[config.mk]
export PLATFORM = sky130hd
export DESIGN_NAME = neuron_mac_accumulator_flat
export DESIGN_NICKNAME = d
export VERILOG_FILES = /design/src/rtl/neuron_mac_accumulator_if.sv /design/src/rtl/neuron_mac_accumulator.sv /design/src/flat_wrapper.sv
export SDC_FILE = /design/constraint.sdc
export NUM_CORES = 1
export LEC_CHECK = 0
export ABC_AREA = 0
export CORE_MARGIN = 1
export CORE_UTILIZATION = 58
export DETAILED_ROUTE_END_ITERATION = 7
export PLACE_DENSITY = 0.87
export SKIP_CTS_REPAIR_TIMING = 1
export SYNTH_ARGS = -nofsm -noshare
export SYNTH_HDL_FRONTEND = slang
export SYNTH_SLANG_ARGS = --single-unit
[constraint.sdc]
create_clock -name clk -period 3.9 [get_ports clk]
set_clock_uncertainty 0.2 [all_clocks]
set_input_delay 0.975 -clock clk [delete_from_list [all_inputs] [get_ports clk]]
set_output_delay 0.975 -clock clk [all_outputs]
set_load 0.02 [all_outputs]
[src/rtl/neuron_mac_accumulator_if.sv]
// Handshake bundle between the upstream x/w streamer, the MAC accumulator and
// the downstream sigmoid stage. The accumulator itself uses the slave view.
interface neuron_mac_accumulator_if #(
   parameter int DWIDTH = 16
);
   logic              in_valid;
   logic              in_ready;
   logic [DWIDTH-1:0] x;
   logic [DWIDTH-1:0] w;
   logic [DWIDTH-1:0] bias;
   logic              out_valid;
   logic              out_ready;
   logic [DWIDTH-1:0] out_data;

   modport master (
      output in_valid, x, w, bias, out_ready,
      input  in_ready, out_valid, out_data
   );

   modport slave (
      input  in_valid, x, w, bias, out_ready,
      output in_ready, out_valid, out_data
   );
endinterface

[src/rtl/neuron_mac_accumulator.sv]
// One neuron's pre-activation sum: sum(x*w) + bias over IWIDTH streamed pairs.
// Products are kept at full precision; rounding (floor) and saturation are
// applied once when the result is registered.
module neuron_mac_accumulator #(
   parameter int DWIDTH = 16,
   parameter int FRAC   = 12,
   parameter int IWIDTH = 64
) (
   input logic                        clk,
   input logic                        rst_n,
   neuron_mac_accumulator_if.slave    bus
);

   localparam int AW = 2 * DWIDTH + $clog2(IWIDTH) + 1;
   localparam int PW = 2 * DWIDTH;
   localparam int CW = $clog2(IWIDTH + 1);

   // Saturation bounds, expressed at the width of the shifted sum.
   localparam logic signed [AW:0] SAT_MAX = {{(AW + 2 - DWIDTH){1'b0}}, {(DWIDTH - 1){1'b1}}};
   localparam logic signed [AW:0] SAT_MIN = {{(AW + 2 - DWIDTH){1'b1}}, {(DWIDTH - 1){1'b0}}};

   typedef enum logic [1:0] {ACC, FLUSH, FINAL, OUT} state_t;

   state_t                   state_reg, state_next;
   logic signed [PW-1:0]     p_reg;
   logic                     p_vld_reg;
   logic signed [AW-1:0]     acc_reg;
   logic [CW-1:0]            count_reg;
   logic [DWIDTH-1:0]        bias_reg;
   logic [DWIDTH-1:0]        out_data_reg;
   logic                     out_valid_reg;

   logic                     in_ready_next;
   logic                     accept;
   logic                     out_fire;
   logic                     last_pair;
   logic signed [PW-1:0]     product;
   logic signed [AW:0]       bias_ext;
   logic signed [AW:0]       sum_full;
   logic signed [AW:0]       trunc;
   logic [DWIDTH-1:0]        sat_data;

   assign accept    = bus.in_valid && in_ready_next;
   assign out_fire  = out_valid_reg && bus.out_ready;
   assign last_pair = (count_reg == CW'(IWIDTH - 1));
   assign product   = $signed(bus.x) * $signed(bus.w);

   assign bus.in_ready  = in_ready_next;
   assign bus.out_valid = out_valid_reg;
   assign bus.out_data  = out_data_reg;

   // State register.
   always_ff @(posedge clk or negedge rst_n) begin
      if (!rst_n) state_reg <= ACC;
      else        state_reg <= state_next;
   end

   // Next-state logic; pairs are only taken while accumulating.
   always_comb begin
      state_next    = state_reg;
      in_ready_next = 1'b0;
      case (state_reg)
         ACC: begin
            in_ready_next = 1'b1;
            if (bus.in_valid && last_pair) state_next = FLUSH;
         end
         FLUSH:   state_next = FINAL;
         FINAL:   state_next = OUT;
         OUT:     if (out_valid_reg && bus.out_ready) state_next = ACC;
         default: state_next = ACC;
      endcase
   end

   // Bias alignment to the product scale, sum, floor shift and clamp.
   always_comb begin
      bias_ext = {{(AW + 1 - DWIDTH){bias_reg[DWIDTH-1]}}, bias_reg};
      sum_full = $signed({acc_reg[AW-1], acc_reg}) + (bias_ext <<< FRAC);
      trunc    = sum_full >>> FRAC;
      if (trunc > SAT_MAX)      sat_data = SAT_MAX[DWIDTH-1:0];
      else if (trunc < SAT_MIN) sat_data = SAT_MIN[DWIDTH-1:0];
      else                      sat_data = trunc[DWIDTH-1:0];
   end

   // Product stage, accumulator, term counter and bias capture.
   always_ff @(posedge clk or negedge rst_n) begin
      if (!rst_n) begin
         p_reg     <= '0;
         p_vld_reg <= 1'b0;
         acc_reg   <= '0;
         count_reg <= '0;
         bias_reg  <= '0;
      end else begin
         if (accept) p_reg <= product;
         p_vld_reg <= accept && !out_fire;

         if (out_fire)
            acc_reg <= '0;
         else if (p_vld_reg)
            acc_reg <= acc_reg + {{(AW - PW){p_reg[PW-1]}}, p_reg};

         if (out_fire)    count_reg <= '0;
         else if (accept) count_reg <= count_reg + 1'b1;

         if (accept && count_reg == '0) bias_reg <= bus.bias;
      end
   end

   // Result register: loaded once per neuron, held until the consumer takes it.
   always_ff @(posedge clk or negedge rst_n) begin
      if (!rst_n) begin
         out_data_reg  <= '0;
         out_valid_reg <= 1'b0;
      end else if (state_reg == FINAL) begin
         out_data_reg  <= sat_data;
         out_valid_reg <= 1'b1;
      end else if (out_fire) begin
         out_valid_reg <= 1'b0;
      end
   end

endmodule

[src/flat_wrapper.sv]
// flat-port wrapper written by rule: the top's interface ports become plain ports
module neuron_mac_accumulator_flat 
#(
   parameter int DWIDTH = 16,
   parameter int FRAC   = 12,
   parameter int IWIDTH = 64
)
  (clk, rst_n, bus_in_valid, bus_x, bus_w, bus_bias, bus_out_ready, bus_in_ready, bus_out_valid, bus_out_data);
  neuron_mac_accumulator_if #(.DWIDTH(DWIDTH)) bus_i ();
  input logic clk;
  input logic rst_n;
  input wire logic [$bits(bus_i.in_valid)-1:0] bus_in_valid;
  input wire logic [$bits(bus_i.x)-1:0] bus_x;
  input wire logic [$bits(bus_i.w)-1:0] bus_w;
  input wire logic [$bits(bus_i.bias)-1:0] bus_bias;
  input wire logic [$bits(bus_i.out_ready)-1:0] bus_out_ready;
  output wire logic [$bits(bus_i.in_ready)-1:0] bus_in_ready;
  output wire logic [$bits(bus_i.out_valid)-1:0] bus_out_valid;
  output wire logic [$bits(bus_i.out_data)-1:0] bus_out_data;
  assign bus_i.in_valid = bus_in_valid;
  assign bus_i.x = bus_x;
  assign bus_i.w = bus_w;
  assign bus_i.bias = bus_bias;
  assign bus_i.out_ready = bus_out_ready;
  assign bus_in_ready = bus_i.in_ready;
  assign bus_out_valid = bus_i.out_valid;
  assign bus_out_data = bus_i.out_data;
  neuron_mac_accumulator #(.DWIDTH(DWIDTH), .FRAC(FRAC), .IWIDTH(IWIDTH)) u_core (.clk(clk), .rst_n(rst_n), .bus(bus_i));
endmodule
==> key figures <==
Run status
  – Outcome: finished, violations left
  – Failing checks: negative setup slack

Clocking
  – H-tree lvl count: 4
  – CTS Buf Count: 17
  – CTS Buffer Depth: 2
  – CTS Sinks: 114
  – Clk slew on worst S/H paths: 60 ps
  – Clock latency on the worst-skew pair: 430 ps
  – Clk root buf: clkbuf_16
  – CTS tree: yes

Synth
  – Adder-Cell Fraction of Synth Area: 40.8%
  – Synth area leaders: fa_1 30%, dfrtp_1 16%, ha_1 11%, inv_1 7.2%, and2_1 4.5%
  – Post-synth top area cell: fa_1
  – Top_reg_cell synth: dfrtp_1
  – Proportion of synthesized area in mux cells: 3.12%
  – Ys async rst share: 100%
  – Most common cell in the netlist: inv_1
  – Synth unique cells: 73
  – Post-synthesis net count: 2384
  – Post-synthesis xor/xnor area fraction: 4.38%
  – Largest family of logic cells by synthesized area: adder cells
  – Synth warn: 0
  – Post-synth EDFFs: 0
  – Simple-gate share of the synthesized area: 14.7%
  – Seq/Total Area, Yosys: 16.2%
  – Post-synthesis cell area: 0.0176 sq mm
  – Synth top cells by count: 339 x inv_1, 264 x fa_1, 198 x nand2_1
  – Yosys reg bits: 114
  – Area share of the largest cell type after synthesis: 30.0%
  – Cell count after synthesis: 1916
  – Post-Syn Area per Cell: 9.18 sq um
  – Synth Area in Compound Gates: 12.2%

STA
  – Period Utilization, post-route: 180%
  – Final setup margin: -3120 ps
  – Max Slew Vio Count: 0
  – Setup TNS after final layout: -59990 ps
  – Achievable Freq: 142 MHz
  – Final setup violating endpoints: 42
  – Max_slew headroom: 51.3%
  – RSZ-0062 raised after global routing: yes
  – Slew @ Worst Pin: 731 ps
  – Minimum clock period: 7020 ps
  – Final Hold Fails: 0

Worst setup path
  – Slowest-stage cell, CP: fa_1
  – Worst endpoint required time: 4000 ps
  – CP Capture Type: flop
  – Crit path cell chain: clkbuf_2 -> nand2_1 -> fa_1 -> fa_2 -> fa_1 -> inv_2 -> fa_1 -> fa_1 -> inv_2 -> fa_1 -> inv_2 -> ha_4 -> a21o_1 -> a21o_1 -> a2111oi_4 -> o21ai_2 -> nand3_2 -> a211oi_2 -> o41a_1 -> or4_1 -> a31oi_1 -> xnor2_1 -> o21ai_1
  – WP data arrival: 7110 ps
  – Crit start category: input pin
  – Crit path max fanout: 7
  – Critical path's largest stage delay: 560 ps
  – Crit Path Class: in2reg
  – CP dominant cell by count: fa_1

Job
  – Maxcap violations: 0

Floorplanning
  – Core Rows: 63
  – Total core area: 0.0297 sq mm
  – Die Span Y: 176 um
  – Die area: 0.0310 sq mm
  – # IOs: 70
  – Initial Util: 59.2%
  – Die X: 176 um

Final layout
  – Final Cell Area: 0.0218 sq mm
  – Finished Core Util: 73.4%
  – Largest register FFs: 39
  – Area Overhead vs Synth: 24.0%
  – Filler Cells Inserted: 1809
  – Non-Filler Instances: 2588
  – Layout cells sized above 1: 21.5%
  – Antenna diodes: 0
  – Nets: 2653

Route
  – DRC violations left: 0
  – Antenna-violating nets left: 0
  – Iteration-0 DRC Markers: 1253
  – WL final: 49600 um
  – First-pass DRT Iterations: 8
  – Vias per cell: 5.87
  – Via count: 15200
  – Avg WL per Cell: 19.2 um

Place
  – Placed Instance Area: 0.0204 sq mm
  – Buffers added on ports: 69
  – Post-DP HPWL: 36000 um
  – Placed cell count: 2517
  – Final Wtd Congestion: 0.921

GRT
  – GRT overflow: 0
  – Total Routing Usage GR: 29.0%
  – Initial antenna violation count: 1
  – Vias in the first global route: 15500
  – First-pass GRT wire length: 72200 um
  – Largest net degree at the start of global routing: 62

Worst hold path
  – Worst min path class: reg2reg
## critical path: cells and delay by family
| kind | cells | cell delay [ps] |
|---|---|---|
| buf+inv | 4 | 420 |
| compound gates | 8 | 1550 |
| simple gates | 3 | 690 |
| fa+ha+maj | 7 | 3320 |
| xor+xnor | 1 | 140 |
## cells by family after synthesis
kind of cell,count (synthesis)
and+or+nand+nor,534
adders and majority gates,416
buffers and inverters,396
AOI/OAI and AO/OA,316
DFF,114
xor gates and xnor gates,88
muxes,52
## layout make-up
class	count	area (sq um)	area share [%]
Clock buffer	19	433	1.98
Tap cell	390	488	2.24
Clock inverter	13	139	0.636
Sequential cell	114	2860	13.1
Multi-Input combinational cell	1406	14000	64.1
Timing Repair Buffer	307	2660	12.2
Inverter	339	1270	5.83
## final timing paths
check,start,endpoint,slack [ps],cells after the start
min reg2reg,u_core.p_reg[9]$_DFFE_PN0P_,u_core.p_reg[9]$_DFFE_PN0P_,290,2
max in group asynchronous,rst_n,u_core.p_reg[16]$_DFFE_PN0P_,2320,2
min in group asynchronous,rst_n,u_core.bus.out_data[8]$_DFFE_PN0P_,390,1
max,bus_x[9],u_core.p_reg[31]$_DFFE_PN0P_,-3120,23
max reg2reg,u_core.acc_reg[12]$_DFFE_PN0P_,u_core.bus.out_data[14]$_DFFE_PN0P_,-70,15
min,u_core.p_reg[9]$_DFFE_PN0P_,u_core.p_reg[9]$_DFFE_PN0P_,290,2
## metal layers
layer	part of all wire [%]	routed length (um)	global-route usage (%)
met1	37	18300	34.8
met2	52	25800	53.4
met3	6.6	3290	3.14
met4	4.4	2180	10.6
met5	0.026	13	0
## layout by cell type, fill, tap and decap left out, drive strengths merged, types with 9 or more instances in the layout
cell type	netlist	final
fa	264	264
dfrtp	114	114
nor3	9	9
nor2b	10	10
nand2b	18	18
o31ai	10	10
a211oi	9	9
and2	127	127
dlymetal6s2s	0	13
o21a	9	9
mux2i	29	29
inv	339	340
clkbuf	51	36
buf	6	240
a31oi	9	9
xnor2	56	56
o21ai	77	77
xor2	32	32
a21oi	74	74
o21bai	12	12
o22ai	16	16
nor2	109	109
ha	152	152
and3	9	9
nand2	198	198
a21o	52	52
clkdlybuf4s50	0	37
mux2	23	23
nand3	22	22
## metrics by stage
step | hold slack, ps | worst slack (ps)
floorplan | 247 | -2990
global placement | 275 | -3710
detailed placement | 284 | -3840
CTS | 305 | -3410
global route | 315 | -3320
finish | 292 | -3120
Power is not shown: default switching activity piles up to over one toggle a cycle in this logic, so the estimate is an artifact.
